<file path="config.mk">
export PLATFORM = sky130hd
export DESIGN_NAME = bp_pce_fill_assembler
export DESIGN_NICKNAME = d
export VERILOG_FILES = /design/src/rtl/bp_common_pkg.sv /design/src/rtl/bp_pce_fill_assembler_slot_rotate.sv /design/src/rtl/bp_pce_fill_assembler.sv
export SDC_FILE = /design/constraint.sdc
export NUM_CORES = 1
export LEC_CHECK = 0
export ABC_AREA = 1
export BUFFER_PORTS_ARGS = -buffer_cell sky130_fd_sc_hd__buf_2
export CAP_MARGIN = 20
export CORE_AREA = 2 2 161 163
export CTS_CLUSTER_SIZE = 14
export DETAILED_ROUTE_END_ITERATION = 8
export DIE_AREA = 0 0 163 165
export PLACE_DENSITY_LB_ADDON = 0.08
export SETUP_SLACK_MARGIN = 0.02
export SLEW_MARGIN = 20
export SYNTH_ARGS = -nofsm -noshare
export SYNTH_HDL_FRONTEND = slang
export SYNTH_SLANG_ARGS = --single-unit
</file>
<file path="constraint.sdc">
create_clock -name clk_i -period 1.7 [get_ports clk_i]
set_clock_uncertainty 0.05 [all_clocks]
set_input_delay 0 -clock clk_i [delete_from_list [all_inputs] [get_ports clk_i]]
set_output_delay 0 -clock clk_i [all_outputs]
set_load 0.005 [all_outputs]
</file>
<file path="src/rtl/bp_common_pkg.sv">
// bp_common_pkg
// Shared types and configuration helpers for the BlackParrot PCE fill path.
//   bp_params_e          : processor configuration selector
//   bp_pce_fill_state_e  : fill assembler FSM state
//   bp_pce_fill_err_e    : fill error cause (none / short / long)
//   icache_fill_width()  : I-cache fill width in bits for a configuration
//   dcache_fill_width()  : D-cache fill width in bits for a configuration
package bp_common_pkg;

    typedef enum logic [1:0] {
        e_bp_default_cfg,
        e_bp_small_cfg,
        e_bp_wide_cfg
    } bp_params_e;

    typedef enum logic [1:0] {
        e_collect,
        e_drain,
        e_send
    } bp_pce_fill_state_e;

    typedef enum logic [1:0] {
        e_fill_err_none,
        e_fill_err_short,
        e_fill_err_long
    } bp_pce_fill_err_e;

    function automatic int icache_fill_width(bp_params_e cfg);
        case (cfg)
            e_bp_small_cfg: return 128;
            e_bp_wide_cfg:  return 512;
            default:        return 256;
        endcase
    endfunction

    function automatic int dcache_fill_width(bp_params_e cfg);
        case (cfg)
            e_bp_small_cfg: return 128;
            e_bp_wide_cfg:  return 512;
            default:        return 256;
        endcase
    endfunction

endpackage

</file>
<file path="src/rtl/bp_pce_fill_assembler_slot_rotate.sv">
// bp_pce_fill_assembler_slot_rotate
// Maps the running beat count onto a fill-line slot index.
// Configuration macro: BP_PCE_CRITICAL_WORD_FIRST_EN
//   defined   : slot = (offset + cnt) mod N, so the first beat (critical word)
//               lands in the requested word position
//   undefined : slot = cnt, offset is ignored
// Ports:
//   cnt_i    in  lg_n_p  beats already written for the current fill
//   offset_i in  lg_n_p  requested critical-word index
//   slot_o   out lg_n_p  slot the current beat is written to
module bp_pce_fill_assembler_slot_rotate #(
    parameter int n_p    = 4,
    parameter int lg_n_p = 2
) (
    input  logic [lg_n_p-1:0] cnt_i,
    input  logic [lg_n_p-1:0] offset_i,
    output logic [lg_n_p-1:0] slot_o
);

`ifdef BP_PCE_CRITICAL_WORD_FIRST_EN
    // One extra bit holds offset+cnt (< 2N), so a single conditional
    // subtract gives the modulo even when N is not a power of two.
    logic [lg_n_p:0] sum;

    always_comb begin
        sum = {1'b0, offset_i} + {1'b0, cnt_i};
        if (sum >= (lg_n_p+1)'(n_p)) begin
            sum = sum - (lg_n_p+1)'(n_p);
        end
        slot_o = sum[lg_n_p-1:0];
    end
`else
    logic unused_offset;

    assign unused_offset = ^offset_i;
    assign slot_o        = cnt_i;
`endif

endmodule

</file>
<file path="src/rtl/bp_pce_fill_assembler.sv">
// bp_pce_fill_assembler
// Collects N = fill_width_p/beat_width_p memory response beats into one cache
// fill line and presents it to the consumer with a valid/yumi handshake.
// Short responses are zero-padded, long responses are truncated to N beats
// with the remainder drained; both flag fill_err_o.
// Configuration macro: BP_PCE_CRITICAL_WORD_FIRST_EN (critical-word-first slot
// rotation, see bp_pce_fill_assembler_slot_rotate).
// Ports:
//   clk_i            in   1             clock, rising edge
//   reset_n_i        in   1             asynchronous active-low reset
//   beat_i           in   beat_width_p  response data beat
//   beat_v_i         in   1             beat valid
//   beat_last_i      in   1             final beat of the response
//   beat_offset_i    in   lg(N)         critical word index, first beat only
//   beat_ready_and_o out  1             beat accepted when valid & ready
//   fill_data_o      out  fill_width_p  assembled fill line (registered)
//   fill_v_o         out  1             fill line valid
//   fill_err_o       out  1             beat count mismatch, qualified by fill_v_o
//   fill_yumi_i      in   1             consumer takes the fill
// fill_width_p defaults to the I-cache fill width of the chosen config; a
// D-side instance passes dcache_fill_width(bp_params_p) instead.
module bp_pce_fill_assembler
    import bp_common_pkg::*;
#(
    parameter bp_params_e bp_params_p  = e_bp_default_cfg,
    parameter int         beat_width_p = 64,
    parameter int         fill_width_p = icache_fill_width(bp_params_p),
    localparam int        n_lp         = fill_width_p / beat_width_p,
    localparam int        lg_n_lp      = (n_lp > 1) ? $clog2(n_lp) : 1
) (
    input  logic                    clk_i,
    input  logic                    reset_n_i,
    input  logic [beat_width_p-1:0] beat_i,
    input  logic                    beat_v_i,
    input  logic                    beat_last_i,
    input  logic [lg_n_lp-1:0]      beat_offset_i,
    output logic                    beat_ready_and_o,
    output logic [fill_width_p-1:0] fill_data_o,
    output logic                    fill_v_o,
    output logic                    fill_err_o,
    input  logic                    fill_yumi_i
);

    localparam logic [lg_n_lp-1:0] last_cnt_lp = lg_n_lp'(n_lp - 1);

    bp_pce_fill_state_e      state_q, state_d;
    bp_pce_fill_err_e        err_q, err_d;
    logic [lg_n_lp-1:0]      cnt_q, cnt_d;
    logic [lg_n_lp-1:0]      offset_q, offset_d;
    logic [fill_width_p-1:0] data_q, data_d;
    logic [lg_n_lp-1:0]      rot_offset;
    logic [lg_n_lp-1:0]      slot;

    // The first beat has no latched offset yet, so it uses the live input.
    assign rot_offset = (cnt_q == '0) ? beat_offset_i : offset_q;

    bp_pce_fill_assembler_slot_rotate #(
        .n_p    (n_lp),
        .lg_n_p (lg_n_lp)
    ) u_slot_rotate (
        .cnt_i    (cnt_q),
        .offset_i (rot_offset),
        .slot_o   (slot)
    );

    always_comb begin
        state_d  = state_q;
        err_d    = err_q;
        cnt_d    = cnt_q;
        offset_d = offset_q;
        data_d   = data_q;

        case (state_q)
            e_collect: begin
                if (beat_v_i) begin
                    data_d[int'(slot)*beat_width_p +: beat_width_p] = beat_i;
                    cnt_d = (cnt_q == last_cnt_lp) ? '0 : cnt_q + 1'b1;
                    if (cnt_q == '0) begin
                        offset_d = beat_offset_i;
                    end
                    if (beat_last_i) begin
                        state_d = e_send;
                        err_d   = (cnt_q == last_cnt_lp) ? e_fill_err_none
                                                         : e_fill_err_short;
                    end else if (cnt_q == last_cnt_lp) begin
                        state_d = e_drain;
                        err_d   = e_fill_err_long;
                    end
                end
            end
            e_drain: begin
                if (beat_v_i && beat_last_i) begin
                    state_d = e_send;
                end
            end
            e_send: begin
                if (fill_yumi_i) begin
                    state_d  = e_collect;
                    err_d    = e_fill_err_none;
                    cnt_d    = '0;
                    offset_d = '0;
                    data_d   = '0;
                end
            end
            default: begin
                state_d = e_collect;
            end
        endcase
    end

    always_ff @(posedge clk_i or negedge reset_n_i) begin
        if (!reset_n_i) begin
            state_q  <= e_collect;
            err_q    <= e_fill_err_none;
            cnt_q    <= '0;
            offset_q <= '0;
            data_q   <= '0;
        end else begin
            state_q  <= state_d;
            err_q    <= err_d;
            cnt_q    <= cnt_d;
            offset_q <= offset_d;
            data_q   <= data_d;
        end
    end

    assign beat_ready_and_o = (state_q != e_send);
    assign fill_v_o         = (state_q == e_send);
    assign fill_err_o       = fill_v_o && (err_q != e_fill_err_none);
    assign fill_data_o      = data_q;

endmodule

</file>
Yosys cells after proc, flatten, opt, wreduce, memory -nomap -nowiden --
Index checks and enable logic that the tools add are counted.
Storage, ports and cells: register bits after elaboration 262, output and inout port bits 259
Cells by class: add/subtract/negate cells 2, eq/ne operators 8, shift-type cells 2, muxes and demuxes 18, reductions and logical operators 8
Operators with widths (number):
- $mux W256 | 2
- $pmux W256 S2 | 1
- $bwmux W256 | 1
- $shift A64 B33 Y256 const A | 1
- $shiftx A64 B33 Y256 | 1
- $neg A8 Y33 | 1
- $mux W2 | 10
- $pmux W2 S2 | 2
- $reduce_and A4 Y1 | 2
- $ne A2 B2 Y1 const B | 3
- $pmux W2 S3 | 1
- $eq A2 B2 Y1 const B | 2
- $reduce_bool A2 Y1 | 2
- $ne A3 B3 Y1 const B | 1
- $reduce_and A3 Y1 | 1
- $add A2 B1 Y2 const B | 1
- $eq A2 B1 Y1 const B | 1
- $logic_and A1 B1 Y1 | 2
- $logic_not A2 Y1 | 1
- $ne A2 B1 Y1 const B | 1
- $mux W1 | 1

Longest topological paths before layout --
Gate-level depths: netlist (run 1).
word-level depth 5, depth in mapped cells 9

Modules after synthesis --
A second synthesis (run 1) with hierarchy kept.
Unflattened totals: cell total of the unflattened synthesis 1691, area total of the unflattened synthesis 12435.7 µm²
Modules (own cells, without submodules):
- bp_pce_fill_assembler | instances 1, cells an instance 1689, area each 12420.7 µm²
- bp_pce_fill_assembler_slot_rotate | instances 1, cells an instance 2, area each 15.0 µm²

Worst setup path before layout (run 1) --
No wires, ideal clock.
path type register to register, start point register cnt_q[0], end point register data_q[10] (netlist: fill_data_o[10]), setup time 0.065 ns, data arrival time 1.709 ns, setup slack -0.124 ns, stages on the path, launching flop included 9, buffers on the path 1, clock period less this slack 1.824 ns, path through dfrtp_1 inv_1 ha_1 inv_1 nand2_1 nor2_4 buf_2 nand2_1 nand2_1
Between the ends: longest elaborated chain between the ends 5
RTL lines:
- start, declared | RTL line bp_pce_fill_assembler.sv:48 | logic [lg_n_lp-1:0] cnt_q, cnt_d;
- start signal, assigned | RTL line bp_pce_fill_assembler.sv:121 | cnt_q <= cnt_d;
- $neg A8 Y33 * | RTL line bp_pce_fill_assembler.sv:76 | data_d[int'(slot)*beat_width_p +: beat_width_p] = beat_i;
- $shiftx A64 B33 Y256 or $shift A64 B33 Y256 (tied branches) | RTL line bp_pce_fill_assembler.sv:76
- $bwmux W256 * | RTL line bp_pce_fill_assembler.sv:76
- $mux W256 * | RTL line bp_pce_fill_assembler.sv:75 | if (beat_v_i) begin
- $pmux W256 S2 * | RTL line bp_pce_fill_assembler.sv:73 | case (state_q)
- end signal, assigned | RTL line bp_pce_fill_assembler.sv:123 | data_q <= data_d;
- end, declared | RTL line bp_pce_fill_assembler.sv:50 | logic [fill_width_p-1:0] data_q, data_d;
Every way passes the cells marked *; elsewhere a longest branch is shown, timed or not. The select of a mux whose other input is x is not followed. A chain may end at the register's enable or synchronous reset.

Final worst setup path (run 1) --
start point register cnt_q[0], end point register data_q[100] (netlist: fill_data_o[100])
The elaborated chain is that of the path after synthesis.

==> results of run 1 <==
[layout make-up]
| cell class | instances | area share |
|---|---|---|
| Sequential cell | 262 | 0.380 |
| Clock inverter | 4 | 0.00152 |
| Multi-Input combinational cell | 1155 | 0.290 |
| Inverter | 20 | 0.00529 |
| Timing Repair inverter | 1 | 0.000652 |
| Clock buffer | 48 | 0.0537 |
| Timing Repair Buffer | 510 | 0.246 |
| Tap cell | 330 | 0.0239 |
[sequential cells by signal (all words and copies together) (netlist names)]
signal       flops
fill_data_o    256
cnt_q            2
err_q            2
state_q          2
[per-stage QoR]
| step | area, um^2 | setup slack (ns) | TNS (ns) | hold slack (ns) |
|---|---|---|---|---|
| floorplan | 12000 | 0.0208 | 0 | -0.346 |
| global placement | 14300 | -0.177 | -22.62 | -0.0314 |
| detailed placement | 14300 | -0.252 | -29.47 | -0.0288 |
| CTS | 16400 | -0.0554 | -2.76 | -0.0408 |
| global route | 17300 | -0.218 | -30.57 | -0.0166 |
| finish | 17300 | -0.154 | -11.48 | -0.0515 |
[per-layer routing]
layer | vias to the layer above | track usage | wire length, um
li1 | 5494 | - | -
met1 | 5690 | 0.407 | 18900
met2 | 572 | 0.490 | 20700
met3 | 104 | 0.0625 | 3880
met4 | 0 | 0.0949 | 1620
met5 | - | 0 | 0
[layout by cell type (no fill, tap or decap), types with 2 or more instances in the layout]
cell type and count:
buf_12 41, dlygate4sd3_1 71, nor2_8 3, nand2_2 12, clkinv_2 2, nor2_2 87
buf_6 12, nor2_1 106, clkinvlp_4 2, ha_1 2, nand2_8 2, buf_2 326
clkbuf_1 6, clkbuf_8 13, clkbuf_16 47, nand3_2 3, inv_1 10, buf_16 7
nand2_4 2, inv_2 8, dfrtp_1 261, nor2_4 13, o21ai_0 2, nand3_4 6
nand2_1 880, ha_4 2, ha_2 2, buf_8 5, nand3_1 31, buf_4 30
[worst min-delay path by stage]
stage,endpoint,slack [ns],cells past startpoint,from
final,fill_data_o[80],-0.05,2,reset_n_i
after global routing,fill_data_o[80],-0.02,2,reset_n_i
after CTS,fill_data_o[145],-0.04,2,reset_n_i
after detailed placement,fill_data_o[188],-0.03,1,reset_n_i
after global placement,fill_data_o[61],-0.03,1,reset_n_i
after floorplan,cnt_q[0],-0.35,0,reset_n_i
[cell families (layout without fill, tap and decap cells)]
kind of cell,count (synthesis),in the layout
simple gates,1143,1146
flops,262,262
buf+inv,100,583
fa+ha+maj,6,6
compound gates,3,3
[critical path, delay by kind of cell (launching register included)]
kind	cells	cell delay (ns)
buffers and inverters	5	0.66
AND/OR/NAND/NOR	4	0.42
flip-flops	1	0.37
adder cells (fa/ha/maj)	1	0.27
[repair_timing]
item	4_1_cts	5_1_grt
cloned	8	25
gates resized for setup	19	83
pin swaps	7	17
setup endpoints to repair	257	258
hold buffers	70	1
endpoints found under the hold margin	522	6
setup buffers	17	8
[power by group through the flow]
stage	Clock [mW]	Combinational (mW)	Sequential (mW)
6_report	6.26	14.8	8.66
5_1_grt	6.56	15.7	8.81
4_1_cts	6.34	12.2	8.62
3_5_place_dp	0	10.8	8.67
3_3_place_gp	0	10.7	8.67
2_1_floorplan	0	6.09	8.77
==> results.cfg, run 1 <==
[routing]
drt_first_iter_violations = 1095
avgRoutedWirePerCell_um = 19.4
route.vias.total = 11900
drt-total-wl_mm = 45.1
antenna_left = 0
drc = 0
dr.pass1.iters = 5
viasPerCell = 5.09

[global_route]
antenna_found_initial = 0
grt_pass1_vias = 11100
grt_max_degree = 55
grt_overflow = 0
grt_pass1_wl_mm = 62.5
grt.total_usage = 0.301

[synth]
synth_flop_cell = dfrtp_1
synth.most_common_cell = nand2_1
muxShareOfSynthArea = 0
synth_xor_area_frac = 0
synth-async-reset-ratio = 1.00
syn_avg_cell_area_um2 = 7.90
ys_seq_area_frac = 0.548
synthAdderAreaFrac = 0.00628
synth_area_leaders = dfrtp_1, nand2_1, nor2_1, nor2_2, buf_6
synth-compound-area-share = 0.00126
synth_seq_cells = 262
synth-simple-area-share = 0.391
synth_top_family_by_area = simple AND/OR/NAND/NOR gates
synth_nets = 1591
synth_common_cells = nand2_1, dfrtp_1, nor2_1, nor2_2, buf_2
synth_warnings = 0
synth_area_um2 = 12000
synth_cell_types = 21
synth_top_area_frac = 0.548
syn_inst = 1514
synth-edff-count = 0
synth_largest_area_cell = dfrtp_1

[die]
start_util = 0.478
die_y_um = 165
ios = 330
die_area_um2 = 26900
die_w_um = 163
design.core.area_um2 = 25000
rows = 58

[final_layout]
drive_above_1_share = 0.315
n_fill_cell = 2049
finish.utilization = 0.690
ff_latch_area_um2 = 6560
num_antenna_cells = 0
syn2layout_area_growth_pct = 44.5
layout.cells.non_filler = 2330
final_nets = 2056
multi_input_area_um2 = 5010

[power_and_ir_drop]
p_per_area_nw_per_um2 = 1720
p_sw_mw = 12.2
p_clk_frac = 0.211
power_mw = 29.7
ir_drop_mv = 1.14
leakagePower_nw = 9.72
switching_share = 0.410
p_comb_frac = 0.498
power_frac_seq = 0.291
p_int_mw = 17.5

[timing]
fmax_ghz = 0.539
relSlewSlack = 0.535
fin_hold_ws_ns = -0.0515
min_period_over_period = 1.09
worst_slack_ns = -0.154
fin_crit_ns = 1.85
hold_viol_final = 37
worstMarginPinSlew_ns = 0.695
setup_viol = 216
final_max_slew_viol_count = 0
rsz0062_at_grt = true

[worst_setup_path]
arrival_ns = 2.28
crit_path_frequent_cell = buf_6
slowest_stage = dfrtp_1
worstSetupPathType = reg2reg
crit_path_end = fill_data_o[100]
path_cells = inv_2, buf_6, ha_4, buf_6, buf_6, nand3_4, buf_12, nor2_2, nand2_1, nand2_1
r2r_slack_ns = -0.15
crit-reg2reg-launch = cnt_q[0]
cp_max_fo = 7
rr_endpoint = fill_data_o[100]
cp.required_ns = 2.13
r2r_cells = 10
cp-end-kind = flip-flop
slowest_delay_ns = 0.37
startpoint = cnt_q[0]
setup.worst_path.start_class = flip-flop

[clocking]
max-clock-path-buffers = 3
cts_sinks = 262
clk_latency_ns = 0.55
ctsRootBufferMaster = clkbuf_16
cts_tree = done
htreeDepth = 1
cts.reportedPaths.clkPinSlew_ns = 0.06
numCtsBuffers = 29

[status]
violations = hold timing, setup timing
outcome = complete, but fails checks

[place]
place_inst = 2149
io_buffers = 327
gp_congestion = 0.841
dp_hpwl_mm = 25.0

[min_path]
hold_path.class = in2async

[flow_run]
cap_violations = 0
Power figures use the tool's default switching activity.
==> inputs of run 2 (changes only) <==
BUFFER_PORTS_ARGS = -buffer_cell sky130_fd_sc_hd__clkbuf_2   (was -buffer_cell sky130_fd_sc_hd__buf_2)
==> results.cfg, run 2 (synthesized netlist as in run 1, its figures left out) <==
[final_layout]
final_nets = 2073
drive_above_1_share = 0.345
final_common_cell = nand2_1
n_fill_cell = 1975
finish.utilization = 0.710
mostFrequentLayoutCells = nand2_1, clkbuf_2, dfrtp_1
largest_reg_flops = 256
syn2layout_area_growth_pct = 48.6
num_antenna_cells = 0

[die]
ios = 330
rows = 58
die_y_um = 165
design.core.area_um2 = 25000
die_w_um = 163
start_util = 0.478
die_area_um2 = 26900

[clocking]
numCtsBuffers = 29
htreeDepth = 1
ctsRootBufferMaster = clkbuf_16
cts_tree = done
cts.reportedPaths.clkPinSlew_ns = 0.06
max-clock-path-buffers = 3
cts_sinks = 262
clk_latency_ns = 0.55

[global_route]
antenna_found_initial = 0
grt_overflow = 0
grt_max_degree = 49
grt_pass1_wl_mm = 63.9
grt_pass1_vias = 11200
grt.total_usage = 0.308

[routing]
viasPerCell = 5.13
drt_first_iter_violations = 1222
drc = 0
wl_met2_mm = 20.9
antenna_left = 0
avgRoutedWirePerCell_um = 19.5
drt-total-wl_mm = 45.7
wl_met1_mm = 18.7
route.vias.total = 12000
dr_wl_met3_mm = 4.25
dr.pass1.iters = 7
highest_layer = met4

[timing]
fmax_ghz = 0.563
final_max_slew_viol_count = 0
worst_slack_ns = -0.0765
rsz0062_at_grt = true
worstMarginPinSlew_ns = 0.450
setup_viol = 190
min_period_over_period = 1.05
fin_crit_ns = 1.78
relSlewSlack = 0.700
fin_hold_ws_ns = 0.176
hold_viol_final = 0

[min_path]
hold_path.class = in2reg

[worst_setup_path]
arrival_ns = 2.22
worstSetupPathType = reg2reg
cp_max_fo = 8
cp-end-kind = flip-flop
setup.worst_path.start_class = flip-flop
cp.required_ns = 2.14

[place]
io_buffers = 327
dp_hpwl_mm = 25.1
gp_congestion = 0.860

[power_and_ir_drop]
p_per_area_nw_per_um2 = 1740
power_mw = 31.0
leakagePower_nw = 9.79
ir_drop_mv = 1.49

[status]
violations = setup timing
outcome = complete, but fails checks

[flow_run]
cap_violations = 0
==> run 2: path summary, 6_finish.rpt <==
path / start / endpoint / slack, ns / cells past startpoint
worst max register to register: cnt_q[0] / fill_data_o[153] / -0.08 / 11
worst min-delay path: beat_i[12] / fill_data_o[12] / 0.18 / 4
worst min register to register: fill_data_o[135] / fill_data_o[135] / 0.43 / 2
min in group asynchronous: reset_n_i / fill_data_o[186] / 0.44 / 3
max in group asynchronous: reset_n_i / fill_data_o[29] / 0.46 / 4
worst max-delay path: cnt_q[0] / fill_data_o[153] / -0.08 / 11
==> run 2: where the power goes <==
part           total, mW  internal, mW  switching [mW]
logic               16.2          6.97            9.19
registers           8.75          7.76           0.988
clock network       6.06          3.46            2.59
total               31.0          18.2            12.8
==> run 2: area by class of cell <==
type	instances	area [um^2]	area share
Clock buffer	36	802	0.0451
Tap cell	330	413	0.0232
Sequential cell	262	6560	0.369
Timing Repair Buffer	528	4540	0.256
Inverter	20	88.8	0.00500
Clock inverter	10	95.1	0.00535
Multi-Input combinational cell	1155	5270	0.297
==> run 2: what timing repair did <==
action                                  in CTS  in global routing
gates resized for setup                     57                139
cloned                                      15                 19
setup buffers                               28                 16
hold buffers                                69                  0
hold endpoints to repair                   522                  0
pin swaps                                    9                 80
endpoints found under the setup margin     263                262
==> run 2: worst max-delay path, stage by stage, from the launching register on <==
cell	delay (ns)
dfrtp_1	0.38
inv_2	0.07
buf_4	0.11
ha_4	0.13
inv_1	0.05
nand2_2	0.11
clkinvlp_4	0.12
buf_6	0.15
nor2_4	0.16
clkbuf_16	0.24
nand2_1	0.07
nand2_1	0.06
==> run 2: layer usage <==
| layer | up-vias | global-route usage |
|---|---|---|
| met3 | 118 | 0.0608 |
| met4 | 0 | 0.0825 |
| met5 | - | 0 |
| li1 | 5536 | - |
| met1 | 5782 | 0.425 |
| met2 | 572 | 0.499 |
==> run 2: per-stage QoR <==
step	std cells	TNS [ns]	worst slack, ns	cell area (um^2)
final	2341	-6.73	-0.0765	17800
after global routing	2341	-24.92	-0.147	17800
after CTS	2306	-0.105	-0.0229	16700
after detailed placement	2148	-32.47	-0.229	14300
after global placement	2148	-28.24	-0.190	14300
after floorplan	1514	0	0.0208	12000
